===== config.mk =====
export PLATFORM = sky130hd
export DESIGN_NAME = accumulator_scheduler
export DESIGN_NICKNAME = d
export VERILOG_FILES = /design/src/rtl/accumulator_scheduler.sv
export SDC_FILE = /design/constraint.sdc
export NUM_CORES = 1
export LEC_CHECK = 0
export CAP_MARGIN = 20
export CORE_ASPECT_RATIO = 1.25
export CORE_MARGIN = 4
export CORE_UTILIZATION = 41
export DETAILED_ROUTE_END_ITERATION = 12
export PLACE_DENSITY = 0.8
export SLEW_MARGIN = 30
export SYNTH_ARGS = -nofsm -noshare
export SYNTH_HDL_FRONTEND = slang
export SYNTH_SLANG_ARGS = --single-unit
export TNS_END_PERCENT = 5

===== constraint.sdc =====
create_clock -name clk -period 5.85 [get_ports clk]
set_input_delay 1.17 -clock clk [delete_from_list [all_inputs] [get_ports clk]]
set_output_delay 1.17 -clock clk [all_outputs]
set_load 0.005 [all_outputs]

===== src/rtl/accumulator_scheduler.sv =====
// -----------------------------------------------------------------------------
// accumulator_scheduler
//
// Round-robin arbiter that time-shares one external registered accumulator
// (out <= out + in each clock, cleared by its active-high reset) among
// NUM_REQ requesters. One burst is granted at a time: the accumulator is
// cleared while idle, the owner's words are steered into it, and the burst
// sum is returned with owner ID, beat count and carry-out flag.
//
// Ports
//   clk        : clock, all state updates on the rising edge
//   reset      : synchronous, active-low initialisation
//   req_valid  : per-requester word valid
//   req_data   : packed words, requester i at [i*WIDTH +: WIDTH]
//   req_last   : final word of a burst (qualified by req_valid)
//   req_ready  : per-requester accept, only the owner while running
//   grant      : one-hot current owner, zero when idle
//   acc_in     : word fed to the accumulator (zero on bubbles / outside RUN)
//   acc_reset  : accumulator clear, high while idle or in reset
//   acc_out    : accumulator value
//   res_valid  : result available
//   res_ready  : result accepted
//   res_data   : burst sum modulo 2^WIDTH
//   res_id     : requester that owned the burst
//   res_count  : accepted beats, saturating at all-ones
//   res_ovf    : some addition in the burst carried out of WIDTH bits
// -----------------------------------------------------------------------------
module accumulator_scheduler #(
   parameter int NUM_REQ = 4,
   parameter int WIDTH   = 16,
   parameter int CNT_W   = 8,
   parameter int ID_W    = $clog2(NUM_REQ)
) (
   input  logic                     clk,
   input  logic                     reset,
   input  logic [NUM_REQ-1:0]       req_valid,
   input  logic [NUM_REQ*WIDTH-1:0] req_data,
   input  logic [NUM_REQ-1:0]       req_last,
   output logic [NUM_REQ-1:0]       req_ready,
   output logic [NUM_REQ-1:0]       grant,
   output logic [WIDTH-1:0]         acc_in,
   output logic                     acc_reset,
   input  logic [WIDTH-1:0]         acc_out,
   output logic                     res_valid,
   input  logic                     res_ready,
   output logic [WIDTH-1:0]         res_data,
   output logic [ID_W-1:0]          res_id,
   output logic [CNT_W-1:0]         res_count,
   output logic                     res_ovf
);

   typedef enum logic [1:0] {S_IDLE, S_RUN, S_RESULT} state_t;

   state_t             r_state;
   state_t             w_next;
   logic [ID_W-1:0]    r_ptr;
   logic [ID_W-1:0]    r_id;
   logic [NUM_REQ-1:0] r_grant;
   logic [CNT_W-1:0]   r_count;
   logic               r_ovf;

   logic [WIDTH-1:0]   w_data [NUM_REQ];
   logic [ID_W:0]      w_idx;
   logic [ID_W-1:0]    w_pick;
   logic               w_found;
   logic               w_own_valid;
   logic               w_own_last;
   logic               w_beat;
   logic [WIDTH-1:0]   w_acc_in;
   logic [WIDTH-1:0]   w_wrap;
   logic               w_carry;

   for (genvar gi = 0; gi < NUM_REQ; gi++) begin : g_unpack
      assign w_data[gi] = req_data[gi*WIDTH +: WIDTH];
   end

   // Round-robin search: first valid requester at or above the pointer,
   // wrapping. The index carries one spare bit so ptr+k never overflows
   // before the modulo fold.
   always_comb begin
      w_found = 1'b0;
      w_pick  = '0;
      w_idx   = '0;
      for (int k = 0; k < NUM_REQ; k++) begin
         w_idx = {1'b0, r_ptr} + (ID_W+1)'(k);
         if (w_idx >= (ID_W+1)'(NUM_REQ)) begin
            w_idx = w_idx - (ID_W+1)'(NUM_REQ);
         end
         if (!w_found && req_valid[w_idx[ID_W-1:0]]) begin
            w_found = 1'b1;
            w_pick  = w_idx[ID_W-1:0];
         end
      end
   end

   assign w_own_valid = req_valid[r_id];
   assign w_own_last  = req_last[r_id];
   assign w_beat      = (r_state == S_RUN) && w_own_valid;

   // Bubbles feed zero so the accumulator only sees accepted beats.
   assign w_acc_in = w_beat ? w_data[r_id] : '0;

   // Carry out of WIDTH bits shows up as the wrapped sum dropping below acc_out.
   assign w_wrap  = acc_out + w_acc_in;
   assign w_carry = (w_wrap < acc_out);

   always_comb begin
      w_next = r_state;
      case (r_state)
         S_IDLE:   if (w_found)                w_next = S_RUN;
         S_RUN:    if (w_beat && w_own_last)   w_next = S_RESULT;
         S_RESULT: if (res_ready)              w_next = S_IDLE;
         default:                              w_next = S_IDLE;
      endcase
   end

   always_ff @(posedge clk) begin
      if (!reset) begin
         r_state <= S_IDLE;
      end else begin
         r_state <= w_next;
      end
   end

   always_ff @(posedge clk) begin
      if (!reset) begin
         r_ptr   <= '0;
         r_id    <= '0;
         r_grant <= '0;
         r_count <= '0;
         r_ovf   <= 1'b0;
      end else begin
         case (r_state)
            S_IDLE: begin
               if (w_found) begin
                  r_grant <= NUM_REQ'(1) << w_pick;
                  r_id    <= w_pick;
                  r_count <= '0;
                  r_ovf   <= 1'b0;
               end
            end
            S_RUN: begin
               if (w_beat) begin
                  if (r_count != '1) begin
                     r_count <= r_count + CNT_W'(1);
                  end
                  r_ovf <= r_ovf | w_carry;
               end
            end
            S_RESULT: begin
               if (res_ready) begin
                  r_grant <= '0;
                  r_ptr   <= (r_id == ID_W'(NUM_REQ-1)) ? '0 : r_id + ID_W'(1);
               end
            end
            default: ;
         endcase
      end
   end

   assign grant     = r_grant;
   assign req_ready = (r_state == S_RUN) ? r_grant : '0;
   assign acc_in    = w_acc_in;
   // Clear the accumulator while idle and throughout reset, so a new owner
   // always starts from zero.
   assign acc_reset = ~reset | (r_state == S_IDLE);
   assign res_valid = (r_state == S_RESULT);
   assign res_data  = acc_out;
   assign res_id    = r_id;
   assign res_count = r_count;
   assign res_ovf   = r_ovf;

endmodule


==> Word level (Yosys, flattened, before mapping) <==
Index checks and enable logic that the tools add are counted.
{ "word_totals": {"wordCells": 102, "out_inout_bits": 53, "ff_bits": 19, "in_bits": 91} }
{ "op_classes": {"order_cmp": 11, "muxes": 44, "bitwise_logic": 4, "shifts": 1, "n_eq_ne": 9, "n_addsub": 10, "n_reduce_logical": 17} }
{ "op_table": {"columns": ["op", "n"], "rows": [
  ["16-bit two-way mux", 3],
  ["16-bit binary-select mux with 2-bit select", 1],
  ["2-bit two-way mux", 12],
  ["8-bit two-way mux", 3],
  ["16-bit adder", 1],
  ["16-bit less-than comparator", 1],
  ["8-bit one-hot mux with 2 select lines", 1],
  ["2-bit by 3-bit less-than comparator with 1-bit output (second input constant)", 5],
  ["1-bit binary-select mux with 2-bit select", 6],
  ["3-bit greater-or-equal comparator (second input constant)", 4],
  ["1-bit two-way mux", 12],
  ["4-bit two-way mux", 3],
  ["3-bit AND reduction", 3],
  ["8-bit by 1-bit adder with 8-bit output (second input constant)", 1],
  ["8-bit != test (second input constant)", 1],
  ["4-bit one-hot mux with 2 select lines", 1],
  ["2-bit by 1-bit subtractor with 2-bit output (second input constant)", 4],
  ["2-bit by 2-bit adder with 3-bit output (second input constant)", 2],
  ["2-bit by 1-bit != test with 1-bit output (second input constant)", 3],
  ["2-bit one-hot mux with 3 select lines", 1],
  ["1-bit logical AND", 5],
  ["2-bit == test (second input constant)", 2],
  ["2-bit != test (second input constant)", 2],
  ["2-bit AND reduction", 2],
  ["13 further kinds", 17]
]} }

==> Depth between registers and ports, before layout <==
{ "depth": {"ltp_word": 17, "ltp_mapped": 20, "ltp_nobuf": 18} }

==> Worst setup path before layout <==
OpenSTA, ideal clock, no wires.
{ "synth_timing": {"path_kind": "input -> register", "startpoint": "in req_valid[1]", "endpoint": "reg r_ovf, in the netlist res_ovf", "arrival_time_ns": 4.412, "setup_time_ns": 0.123, "required_time_ns": 5.727, "stages": 18, "n_path_buf": 2, "slack_ns": 1.316, "cell_sequence": "mux2_2 > a2bb2oi_4 > clkbuf_1 > nor2b_1 > ha_1 > clkbuf_1 > a21o_1 > a21bo_2 > a21oi_2 > o21ai_1 > a311o_1 > xor2_1 > ha_1 > nand4_1 > nor2_1 > o21ai_0 > a31oi_1 > o21ai_0"} }
{ "synth_between": {"elab_cells_between_ends": 30, "classes_between": "add/sub: 1; order compare: 1; eq/ne: 2; mux: 17; bitwise: 1; reduce/logical: 8"} }
{ "synth_lines": {"columns": ["item", "line_no", "source"], "rows": [
  ["from (decl)", "36", "input logic [NUM_REQ-1:0] req_valid,"],
  ["1-bit binary-select mux with 2-bit select", "96", "assign w_own_valid = req_valid[r_id];"],
  ["1-bit two-way mux (not written as such)", "96", null],
  ["1-bit logical AND", "98", "assign w_beat = (r_state == S_RUN) && w_own_valid;"],
  ["16-bit two-way mux", "101", "assign w_acc_in = w_beat ? w_data[r_id] : '0;"],
  ["named net acc_in[2]", "41", "output logic [WIDTH-1:0] acc_in,"],
  ["16-bit adder", "104", "assign w_wrap = acc_out + w_acc_in;"],
  ["16-bit less-than comparator", "105", "assign w_carry = (w_wrap < acc_out);"],
  ["1-bit bitwise OR", "147", "r_ovf <= r_ovf | w_carry;"],
  ["1-bit two-way mux", "143", "if (w_beat) begin"],
  ["1-bit one-hot mux with 2 select lines", "133", "case (r_state)"],
  ["to (signal assigned)", "147", null],
  ["to (decl)", "60", "logic r_ovf;"]
]} }
The timed path passes the listed nets, and every way through them passes these cells. The select of a mux whose other input is x is not followed.
A chain may end at the register's enable or synchronous reset.

==> Worst setup path after layout <==
{ "layout_timing": {"startpoint": "in req_valid[3]", "endpoint": "reg r_ovf, in the netlist res_ovf"} }
{ "layout_between": {"elab_chain_cells": 14, "elab_cells_between_ends": 30, "classes_between": "add/sub: 1; order compare: 1; eq/ne: 2; mux: 17; bitwise: 1; reduce/logical: 8"} }
{ "layout_rtl": {"columns": ["item"], "rows": [
  ["parallel branches: the longest is 14 deep, another holds 16-bit adder"]
]} }
Parallel ways; which one is timed is not known. The select of a mux whose other input is x is not followed.

==> flow_metrics.tcl <==
set metrics [dict create \
    status "complete, no violations" \
    grt_usage 0.216 \
    grt_antenna_before_repair 0 \
    syn_inst 325 \
    end_kind "register" \
    p_clk_frac 0.167 \
    clock_skew_ns 0.00193 \
    cp-start-kind "primary input" \
    maxCapViolCount 0 \
    grt_use_met2 0.397 \
    cts_buffers 3 \
    final_common_cell "clkdlybuf4s50_1" \
    peakVddDrop_mv 0.128 \
    n_fill_cell 550 \
    async_flop_share 0 \
    final_max_slew_viol_count 0 \
    power-per-cell-area_nw_per_um2 132 \
    static-leakage-power_nw 1.68 \
    synth-simple-area-share 0.202 \
    final.min_clock_period_ns 5.13 \
    drive_gt1_frac 0.0603 \
    dp_hpwl_mm 7.53 \
    synth_ff_type "dfxtp_1" \
    yosys-mux-area-fraction 0.169 \
    place.gp.congestion 0.953 \
    ys_types 54 \
    ctsResizeCount 0 \
    hold_buffers 0 \
    grt_pass1_vias 3079 \
    globalRoute.totalOverflow 0 \
    die_h_um 100 \
    period_share 0.878 \
    via_count 2938 \
    totalPowerFinal_uw 556 \
    slew_headroom 0.715 \
    p_int_uw 363 \
    drtAntennaViolNets 0 \
    htreeDepth 1 \
    numClockSinks 19 \
    worstSkewPairLatency_ns 0.26 \
    worstPathArrival_ns 5.29 \
    syn-cell-area_sq_um 2780 \
    ys_warn_count 0 \
    synth-compound-area-share 0.183 \
    die-area_sq_um 8170 \
    grtUsageMet1 0.252 \
    totalWireLength_mm 8.72 \
    num_rows 33 \
    drc 0 \
    finalHoldViolCount 0 \
    grt_use_met3 0.0332 \
    setup_violations 0 \
    clk_pin_slew_ns 0.07 \
    place_area_sq_um 4160 \
    pwr-share-seq 0.255 \
    p_sw_frac 0.346 \
    synth_edf_count 0 \
    io_pins 144 \
    synth_adder_area_share 0.142 \
    synth-xor-area-share 0.0662 \
    max_freq_mhz 195 \
    setup_ws_ns 0.716 \
    required_ns 6.00 \
    viasPerCell 5.49 \
    cts.path.max_buffers 2 \
    ys_seq_area_frac 0.137 \
    layout.nets 571 \
    p_comb_frac 0.578 \
    top_usage_layer "met2" \
    place_ws_ns 0.508 \
    hold_ws_ns 0.495 \
    first_pass_iters 7 \
    layout_common_cells "clkdlybuf4s50_1 (143), ha_1 (30), a21oi_1 (26)" \
    syn_nets 447 \
    start_util 0.423 \
    crit_fanout 9 \
    portBuffers 143 \
    p_sw_uw 192 \
    syn_to_final_growth_pct 51.1 \
    fin_area_sq_um 4200 \
    clockRootBuffer "clkbuf_8" \
    finalSetupTns_ns 0 \
    synth_seq_cells 19 \
    tightest_slew_ns 0.424 \
    synth_top_family_by_area "simple AND/OR/NAND/NOR gates" \
    critPathKind "primary input to register" \
    core-area_sq_um 6570 \
    dr.first_iter.drc_count 133 \
    wire_per_inst_um 16.3 \
    antenna_cells 0 \
    chipWidth_um 81.7 \
    grt_max_degree 20 \
    cts_setup_buffers 0 \
    hold_path_class "register to register" \
    grt_pass1_wl_mm 14.1 \
    cts_tree "done" \
    avgSynthCellArea_sq_um 8.55 \
    grt_setup_unrepaired "no" \
]
per-layer routing:
layer / share of wire / wire length, um
met1: 0.38 / 3320
met4: 0.020 / 174
met5: 0 / 0
met3: 0.081 / 703
met2: 0.52 / 4520
through the flow:
step / util / instances
floorplan: - / 325
finish: 0.640 / 535
global placement: 0.633 / 531
global route: 0.640 / 535
detailed placement: 0.633 / 531
CTS: 0.640 / 535
kinds of logic (layout without fill, tap and decap cells):
| family | after synthesis | count (layout) |
|---|---|---|
| and+or+nand+nor | 106 | 106 |
| AOI/OAI and AO/OA | 75 | 75 |
| buffers and inverters | 51 | 174 |
| adders and majority gates | 31 | 31 |
| muxes | 22 | 22 |
| xor gates and xnor gates | 21 | 21 |
| DFF | 19 | 19 |
power by group through the flow:
stage	clock [mW]	combinational, mW	sequential (mW)
6_report	0.0928	0.321	0.142
5_1_grt	0.0999	0.353	0.143
4_1_cts	0.0955	0.321	0.142
3_5_place_dp	0	0.319	0.145
3_3_place_gp	0	0.313	0.144
2_1_floorplan	0	0.186	0.142
registers in the layout (all words and copies together), names as in the netlist:
| name | cells |
|---|---|
| res_count | 8 |
| res_id | 2 |
| grant | 4 |
| res_ovf | 1 |
| r_state | 2 |
| r_ptr | 2 |
area by class of cell:
type | count | area (sq um) | share of cell area
inverters | 23 | 86.3 | 0.0205
well taps | 87 | 109 | 0.0259
repair buffers | 147 | 1460 | 0.348
clock inverters | 1 | 5.00 | 0.00119
flip-flops and latches | 19 | 380 | 0.0905
multi-input cells | 255 | 2120 | 0.504
clock buffers | 3 | 41.3 | 0.00983
worst max-delay path: stages:
cell and delay, ns:
clkdlybuf4s50_1 0.51, mux2i_1 0.30, a2bb2oi_4 0.29, or2_4 0.19
inv_2 0.05, and2_1 0.16, fa_1 0.42, a21o_1 0.20
a21bo_2 0.20, a21oi_2 0.20, o21ai_1 0.17, a311o_1 0.36
xor2_1 0.15, ha_1 0.28, nand4_1 0.11, nor2_1 0.15
o21ai_0 0.10, a31oi_1 0.16, o21ai_0 0.10
synth_stat cells, types with 9 or more instances:
cell,count,area [sq um]
nor2b_1,22,138
buf_4,17,128
ha_1,30,375
mux4_2,9,203
nand3_1,13,65.1
nor2_1,25,93.8
xnor2_1,11,96.3
dfxtp_1,19,380
xor2_1,10,87.6
nand2_1,11,41.3
nand4_1,9,56.3
a21oi_1,26,130
inv_1,22,82.6
path summary, 6_finish.rpt:
path             end  slack, ns    startpoint  cells after the start
max reg2reg  res_ovf       1.42     res_id[0]                     16
max          res_ovf       0.72  req_valid[3]                     19
min          res_ovf       0.50       res_ovf                      2
min reg2reg  res_ovf       0.50       res_ovf                      2
Note: power is estimated with default switching activity, not from simulation.
